**src/rtl/arb_pkg.sv**
```systemverilog
// Shared types and helpers for the mux_4 round-robin arbiter.
// Used by mux_4_arbiter and rr_pick.
package arb_pkg;

    localparam int REQ_N = 4;
    localparam int IDX_W = 2;

    typedef enum logic {
        IDLE,
        OWNED
    } arb_state_t;

    function automatic logic [IDX_W-1:0] onehot_to_idx(
        input logic [REQ_N-1:0] oh
    );
        logic [IDX_W-1:0] idx;
        idx = '0;
        for (int i = 0; i < REQ_N; i++) begin
            if (oh[i]) idx = IDX_W'(i);
        end
        return idx;
    endfunction

endpackage

```
**src/rtl/rr_pick.sv**
```systemverilog
// Rotate-and-priority encoder: first masked request after last wins.
// Search order is last+1, last+2, last+3, last (mod 4).
module rr_pick
    import arb_pkg::*;
(
    input  logic [REQ_N-1:0] req,
    input  logic [IDX_W-1:0] last,
    input  logic [REQ_N-1:0] mask,
    output logic             found,
    output logic [IDX_W-1:0] idx
);

    logic [REQ_N-1:0] cand;
    logic [IDX_W-1:0] pos;

    assign cand = req & mask;

    always_comb begin
        found = 1'b0;
        idx   = last;
        pos   = last;
        for (int k = 1; k <= REQ_N; k++) begin
            pos = last + IDX_W'(k);
            if (!found && cand[pos]) begin
                found = 1'b1;
                idx   = pos;
            end
        end
    end

endmodule

```
**src/rtl/mux_4_arbiter.sv**
```systemverilog
// Round-robin owner of a shared mux_4 selector with registered grants.
// Optional burst limit: define MUX_4_ARBITER_BURST_LIMIT_EN.
module mux_4_arbiter
    import arb_pkg::*;
#(
    parameter int MAX_BURST = 8,
    parameter int CNT_W     = $clog2(MAX_BURST)
) (
    input  logic             clk,
    input  logic             rst,
    input  logic [REQ_N-1:0] req,
    output logic [REQ_N-1:0] grant,
    output logic [IDX_W-1:0] selector,
    output logic             valid
);

    arb_state_t       state_q, state_d;
    logic [REQ_N-1:0] grant_q, grant_d;
    logic [IDX_W-1:0] sel_q, sel_d;
    logic [IDX_W-1:0] last_q, last_d;
    logic             valid_q, valid_d;

    logic             owner_req;
    logic [REQ_N-1:0] mask;
    logic             pick_found;
    logic [IDX_W-1:0] pick_idx;

    if (MAX_BURST < 2 || MAX_BURST > 255 || CNT_W < 1) begin : g_bad_max_burst
    end

`ifdef MUX_4_ARBITER_BURST_LIMIT_EN
    localparam logic [CNT_W-1:0] CNT_MAX = CNT_W'(MAX_BURST - 1);
    logic [CNT_W-1:0] cnt_q, cnt_d;
`endif

    // The current owner never competes; in IDLE grant_q is zero so all pass.
    assign mask      = ~grant_q;
    assign owner_req = |(req & grant_q);

    rr_pick u_pick (
        .req   (req),
        .last  (last_q),
        .mask  (mask),
        .found (pick_found),
        .idx   (pick_idx)
    );

    always_comb begin
        state_d = state_q;
        grant_d = grant_q;
        sel_d   = sel_q;
        last_d  = last_q;
        valid_d = valid_q;
`ifdef MUX_4_ARBITER_BURST_LIMIT_EN
        cnt_d   = cnt_q;
`endif
        unique case (state_q)
            IDLE: begin
                if (pick_found) begin
                    state_d = OWNED;
                    grant_d = REQ_N'(1) << pick_idx;
                    last_d  = pick_idx;
                    valid_d = 1'b1;
`ifdef MUX_4_ARBITER_BURST_LIMIT_EN
                    cnt_d   = '0;
`endif
                end
            end
            OWNED: begin
                if (!owner_req) begin
                    if (pick_found) begin
                        grant_d = REQ_N'(1) << pick_idx;
                        last_d  = pick_idx;
`ifdef MUX_4_ARBITER_BURST_LIMIT_EN
                        cnt_d   = '0;
`endif
                    end else begin
                        state_d = IDLE;
                        grant_d = '0;
                        valid_d = 1'b0;
                    end
                end
`ifdef MUX_4_ARBITER_BURST_LIMIT_EN
                else if (cnt_q == CNT_MAX) begin
                    cnt_d = '0;
                    if (pick_found) begin
                        grant_d = REQ_N'(1) << pick_idx;
                        last_d  = pick_idx;
                    end
                end else begin
                    cnt_d = cnt_q + 1'b1;
                end
`endif
            end
        endcase
        // Selector follows the grant; it holds its value through IDLE.
        if (|grant_d) sel_d = onehot_to_idx(grant_d);
    end

    always_ff @(posedge clk) begin
        if (rst) begin
            state_q <= IDLE;
            grant_q <= '0;
            sel_q   <= '0;
            last_q  <= IDX_W'(REQ_N - 1);
            valid_q <= 1'b0;
`ifdef MUX_4_ARBITER_BURST_LIMIT_EN
            cnt_q   <= '0;
`endif
        end else begin
            state_q <= state_d;
            grant_q <= grant_d;
            sel_q   <= sel_d;
            last_q  <= last_d;
            valid_q <= valid_d;
`ifdef MUX_4_ARBITER_BURST_LIMIT_EN
            cnt_q   <= cnt_d;
`endif
        end
    end

    assign grant    = grant_q;
    assign selector = sel_q;
    assign valid    = valid_q;

endmodule

```
**config.mk**
```make
export PLATFORM = sky130hd
export DESIGN_NAME = mux_4_arbiter
export DESIGN_NICKNAME = d
export VERILOG_FILES = /design/src/rtl/arb_pkg.sv /design/src/rtl/rr_pick.sv /design/src/rtl/mux_4_arbiter.sv
export SDC_FILE = /design/constraint.sdc
export NUM_CORES = 1
export LEC_CHECK = 0
export CORE_MARGIN = 2
export CORE_UTILIZATION = 35
export CTS_CLUSTER_DIAMETER = 200
export DETAILED_ROUTE_END_ITERATION = 6
export PLACE_DENSITY = 0.7
export SETUP_SLACK_MARGIN = 0.1
export SYNTH_ARGS = -nofsm -noshare
export SYNTH_HDL_FRONTEND = slang
export SYNTH_HIERARCHICAL = 1
export SYNTH_SLANG_ARGS = --single-unit
export TNS_END_PERCENT = 100
```
**constraint.sdc**
```tcl
create_clock -name clk -period 2.1 [get_ports clk]
set_input_delay 0.42 -clock clk [delete_from_list [all_inputs] [get_ports clk]]
set_output_delay 0.42 -clock clk [all_outputs]
set_load 0.02 [all_outputs]
```
== Word level (Yosys, flattened, before mapping) ==
Cells that the tools add are included.

* Shift operators: 1
* Reductions and logical operators: 9
* Add/sub/neg operators: 3
* Magnitude comparators: 4
* Equality and inequality tests: 3
* Bitwise operators: 4
* Multiplexer cells: 33

{| class="wikitable"
|+ Operators by type and width
! operator !! number
|-
| 2-to-1 mux 2 bit || 8
|-
| 2-to-1 mux 1 bit || 14
|-
| less-than comparator 2 x 3 -> 1 bit (second input constant) || 4
|-
| 2-to-1 mux 4 bit || 3
|-
| AND 4 bit || 2
|-
| binary-select mux 1 bit (select 2 bit) || 4
|-
| case mux 4 bit (2 select lines) || 1
|-
| OR reduction 4 bit || 2
|-
| inequality test 2 bit (second input constant) || 3
|-
| adder 2 bit (second input constant) || 2
|-
| NOT 4 bit || 1
|-
| case mux 1 bit (2 select lines) || 2
|-
| case mux 2 bit (2 select lines) || 1
|-
| << shifter 1 x 2 -> 4 bit (first input constant) || 1
|-
| logical AND 1 bit || 3
|-
| zero test 1 bit || 3
|-
| AND reduction 3 bit || 1
|-
| adder 2 x 1 -> 2 bit (second input constant) || 1
|-
| NOT 1 bit || 1
|}

* Logic and storage cells: 62
* Bits in registers: 10
* Output and inout bits: 7

== Depth between registers and ports, before layout ==
* Depth after elaboration: 21
* Depth in mapped cells: 8
* Depth with buffers taken out: 8

== Hierarchy ==
Netlist, hierarchy kept.

{| class="wikitable"
|+ Modules (own cells, without submodules)
! module !! area an instance (µm²) !! times used !! seq. area each (µm²) !! cells an instance
|-
| mux_4_arbiter || 481.7 || 1 || 200.2 || 52
|-
| rr_pick || 97.6 || 1 || 0.0 || 14
|}

== Worst setup path before layout ==
Ideal clock, no wire load.

* Kind: reg-to-reg
* From: register grant_q[3], in the netlist grant[3]
* To: register sel_q[1], in the netlist selector[1]
* Buffers on the path: 1
* Stages on the path, launching flop included: 8
* Setup slack: 0.198 ns
* Arrival time: 1.785 ns
* Required time: 1.983 ns
* Setup time: 0.117 ns
* Cell sequence: dfxtp_1 inv_1 a22o_1 nand3b_1 and2_1 buf_4 a221o_1 a32o_1

* Elaborated cells on any way between the ends: 34
* Classes of those cells: 1 x shift; 22 x mux; 3 x bitwise; 8 x reduce/logical

{| class="wikitable"
|+ RTL lines
! what !! RTL line !! source
|-
| start, declared || mux_4_arbiter.sv:18 || <nowiki>logic [REQ_N-1:0] grant_q, grant_d;</nowiki>
|-
| start signal, assigned || mux_4_arbiter.sv:112 || <nowiki>grant_q <= grant_d;</nowiki>
|-
| NOT 4 bit (*) || mux_4_arbiter.sv:37 || <nowiki>assign mask = ~grant_q;</nowiki>
|-
| named net mask[3] || mux_4_arbiter.sv:24 || <nowiki>logic [REQ_N-1:0] mask;</nowiki>
|-
| AND 4 bit (*) || rr_pick.sv:16 || <nowiki>assign cand = req & mask;</nowiki>
|-
| binary-select mux 1 bit (select 2 bit) || rr_pick.sv:24 || <nowiki>if (!found && cand[pos]) begin</nowiki>
|-
| 2-to-1 mux 1 bit (not written as such) || rr_pick.sv:24 ||
|-
| 2-to-1 mux 1 bit || rr_pick.sv:24 ||
|-
| zero test 1 bit || rr_pick.sv:24 ||
|-
| logical AND 1 bit || rr_pick.sv:24 ||
|-
| [4 not listed] || - ||
|-
| zero test 1 bit || rr_pick.sv:24 ||
|-
| logical AND 1 bit || rr_pick.sv:24 ||
|-
| 2-to-1 mux 1 bit (*) || rr_pick.sv:24 ||
|-
| named net pick_found || mux_4_arbiter.sv:25 || <nowiki>logic pick_found;</nowiki>
|-
| 2-to-1 mux 4 bit || mux_4_arbiter.sv:71 || <nowiki>if (pick_found) begin</nowiki>
|-
| 2-to-1 mux 4 bit || mux_4_arbiter.sv:70 || <nowiki>if (!owner_req) begin</nowiki>
|-
| case mux 4 bit (2 select lines) (*) || mux_4_arbiter.sv:57 || <nowiki>unique case (state_q)</nowiki>
|-
| 2-to-1 mux 2 bit (2 in series) || arb_pkg.sv:19 || <nowiki>if (oh[i]) idx = IDX_W'(i);</nowiki>
|-
| end signal, assigned || mux_4_arbiter.sv:113 || <nowiki>sel_q <= sel_d;</nowiki>
|-
| end, declared || mux_4_arbiter.sv:19 || <nowiki>logic [IDX_W-1:0] sel_q, sel_d;</nowiki>
|}

The timed path passes the listed nets; every way through them passes the cells marked *. The select of a mux whose other input is x is not followed.
A chain may end at the register's enable or synchronous reset.

== Worst setup path in the final report ==
* From: input req[2]
* To: register sel_q[0], in the netlist selector[0]

* Elaborated cells on any way between the ends: 34
* Classes of those cells: 1 x shift; 23 x mux; 2 x bitwise; 8 x reduce/logical

{| class="wikitable"
|+ RTL lines
! what !! RTL line !! source
|-
| start, declared || mux_4_arbiter.sv:11 || <nowiki>input logic [REQ_N-1:0] req,</nowiki>
|-
| AND 4 bit (*) || rr_pick.sv:16 ||
|-
| binary-select mux 1 bit (select 2 bit) || rr_pick.sv:24 ||
|-
| 2-to-1 mux 1 bit (not written as such) || rr_pick.sv:24 ||
|-
| 2-to-1 mux 1 bit || rr_pick.sv:24 ||
|-
| zero test 1 bit || rr_pick.sv:24 ||
|-
| logical AND 1 bit || rr_pick.sv:24 ||
|-
| 2-to-1 mux 1 bit || rr_pick.sv:24 ||
|-
| zero test 1 bit || rr_pick.sv:24 ||
|-
| [3 not listed] || - ||
|-
| logical AND 1 bit || rr_pick.sv:24 ||
|-
| 2-to-1 mux 1 bit (*) || rr_pick.sv:24 ||
|-
| named net pick_found || mux_4_arbiter.sv:25 ||
|-
| 2-to-1 mux 4 bit || mux_4_arbiter.sv:71 ||
|-
| 2-to-1 mux 4 bit || mux_4_arbiter.sv:70 ||
|-
| case mux 4 bit (2 select lines) (*) || mux_4_arbiter.sv:57 ||
|-
| 2-to-1 mux 1 bit || arb_pkg.sv:19 ||
|-
| 2-to-1 mux 2 bit (2 in series) || arb_pkg.sv:19 ||
|}

Marks and branches as above.

==> metrics.cfg <==
[run]
maxCapViolCount = 0

[setup_path]
rrSetupSlack_ns = 0.21
worst-path-buf-inv = 3
r2r_start = grant[2]
crit_path_cell_trace = clkdlybuf4s50_1 -> a22o_1 -> nand3b_1 -> inv_2 -> buf_4 -> nor3_2 -> a221o_1 -> a221oi_2
cp-start-kind = input pin
rr_endpoint = selector[0]
worstPathArrival_ns = 2.14
criticalPathCategory = in -> reg
end_kind = register
worstPathRequired_ns = 2.29
critical_path.max_stage_delay_ns = 0.42
crit_slowest_cell = clkdlybuf4s50_1
reg2regPathDepth = 8
path_max_fanout = 4
critPathTopFamily = compound AO/OA/AOI/OAI gates

[sta]
slew_headroom = 0.821
min_period_ns = 1.95
fmax_ghz = 0.512
setup_viol = 0
grt_setup_unrepaired = true
final_max_slew_viol_count = 0
finalCritPeriodShare = 0.930
clock_skew_ns = 0.00262
worst-slew-pin-transition_ns = 0.263
finalHoldViolations = 0
layout_setup_ws_ns = 0.147

[pwr]
p_switching_uw = 558
p_int_uw = 780
sw_frac_of_total = 0.417
power_frac_comb = 0.638
ir_drop_uv = 775
p_per_area_nw_per_um2 = 1550
seqPwrFrac = 0.263
p_leak_nw = 0.377
p_clk_frac = 0.100

[cells_and_area]
fin_area_um2 = 862
mostFrequentLayoutCells = buf_4, clkdlybuf4s50_1, dfxtp_1, inv_1, nand2_1
final_common_cell = buf_4
seq_area_um2 = 200
fin_nets = 100
fin_cells = 108
drive_above_1_share = 0.304
multiInputGateArea_um2 = 362
areaGrowthSynthToFinish_pct = 48.8
n_antenna_cell = 0
num-fill-cells = 144

[cts]
clockRootBuffer = clkbuf_4
cts.htree.levels = 1
cts_tree = built
clk_pin_slew_ns = 0.06
cts_buffers = 3
ctsLongestPathBuffers = 2
hold_buffers = 0
clock-sinks = 10
clkLatencyLatePin_ns = 0.27

[grt]
grt_pass1_wl_um = 2480
antenna_found_initial = 0
grt_max_degree = 9
grt_overflow = 0
grt.total_usage = 0.170
grt_pass1_vias = 570

[synth]
netlist_instances = 66
synth.avg_cell_area_um2 = 8.78
ys_seq_area_frac = 0.346
ys_seq_elements = 10
ys_types = 34
syn-num-nets = 72
synth_area_um2 = 579
ys_warn_count = 6

[floorplan]
row_count = 14
die_x_um = 44.7
die_h_um = 44.7
initial_core_util = 0.380
io_pins = 13
coreArea_um2 = 1520
dieArea_um2 = 2000

[route]
top_layer = met4
avgRoutedWirePerCell_um = 13.9
via_per_inst = 5.56
wl_met3_um = 73
drt-total-wl_um = 1500
wl_met1_um = 724
drc = 0
detail-route-antenna-nets = 0
vias = 601
wl_met2_um = 679
dr.pass1.iters = 4
drtIter0Drc = 21

[outcome]
status = finished clean

[worst_hold_path]
min_to = valid
hp-start = valid
worstHoldPathType = reg -> reg
whs_path_depth = 2

[placed_design]
port_buffers = 12
place_hpwl_um = 1100
placed_area_um2 = 798
place.gp.congestion = 0.930
place_ws_ns = -0.192
dp_cells = 104

[worst max-delay path by stage]
stage	cells past startpoint	endpoint	slack, ns	start
final	8	selector[0]	0.15	req[2]
after global routing	8	selector[0]	0.07	req[2]
after CTS	8	selector[0]	0.13	req[3]
after detailed placement	8	selector[0]	-0.19	req[3]
after global placement	8	selector[0]	-0.19	req[3]
after floorplan	7	selector[1]	0.20	grant[3]
[repair_timing]
action	4_1_cts	5_1_grt
resized for setup	1	9
hold endpoints to repair	0	0
pin swaps	0	6
setup buffers	0	1
setup endpoints to repair	1	6
cloned	0	0
[tightest hold or removal path: stages (launching register included)]
cell and delay (ns):
dfxtp_1 0.31, a21oi_1 0.12, a311oi_1 0.06
[kinds of logic after synthesis]
group                  count (synthesis)  share of synthesized area
buffers and inverters                 12                     0.0842
DFF                                   10                      0.346
AOI/OAI and AO/OA                     23                      0.359
muxes                                  2                     0.0346
and+or+nand+nor                       19                      0.177
[cells in the mapped netlist (all sizes together)]
master | n | area, um^2
o21ai | 2 | 21.3
nor2 | 4 | 15.0
a32o | 1 | 10.0
a221o | 2 | 20.0
nand3b | 1 | 7.51
a221oi | 2 | 23.8
a32oi | 1 | 8.76
and4 | 1 | 8.76
inv | 10 | 37.5
a21oi | 3 | 15.0
nor2b | 1 | 6.26
nand4b | 1 | 8.76
o2bb2ai | 2 | 17.5
o31ai | 1 | 7.51
a311oi | 1 | 8.76
a31oi | 1 | 6.26
nand2 | 7 | 33.8
a22oi | 1 | 7.51
a211o | 1 | 8.76
dfxtp | 10 | 200
nor3 | 1 | 5.00
a22o | 3 | 36.3
a2bb2oi | 1 | 8.76
buf | 2 | 11.3
and2 | 2 | 12.5
nand3 | 1 | 5.00
o211ai | 1 | 7.51
mux2i | 2 | 20.0
[routing by layer]
metal | GRT usage | vias up
met3 | 0.0408 | 3
met5 | 0 | -
met4 | 0.0545 | 0
met1 | 0.222 | 285
met2 | 0.272 | 16
li1 | - | 297
[power groups by stage]
stage          Sequential, mW  Combinational (mW)  Clock (mW)
2_1_floorplan           0.391               0.414           0
3_3_place_gp            0.352               0.764           0
3_5_place_dp            0.353               0.775           0
4_1_cts                 0.349               0.786       0.136
5_1_grt                 0.368               0.923       0.146
6_report                0.352               0.853       0.133
[final cells by class]
class / instances / share of cell area
clock buffers: 3 / 0.0261
inverters: 10 / 0.0435
multi-input cells: 44 / 0.419
flip-flops and latches: 10 / 0.232
well taps: 16 / 0.0232
repair buffers: 25 / 0.255
[flip-flops by register name (all words and copies together) (netlist names)]
signal / flops
grant: 4
last_q: 2
valid: 1
state_q: 1
selector: 2
[through the flow]
| stage | TNS [ns] | total power, mW | util | hold slack (ns) |
|---|---|---|---|---|
| floorplan | 0 | 0.805 | - | 0.513 |
| global placement | -0.517 | 1.12 | 0.524 | 0.507 |
| detailed placement | -0.602 | 1.13 | 0.524 | 0.530 |
| CTS | 0 | 1.27 | 0.541 | 0.537 |
| global route | 0 | 1.44 | 0.566 | 0.580 |
| finish | 0 | 1.34 | 0.566 | 0.536 |
Note: power is estimated with default switching activity, not from simulation.
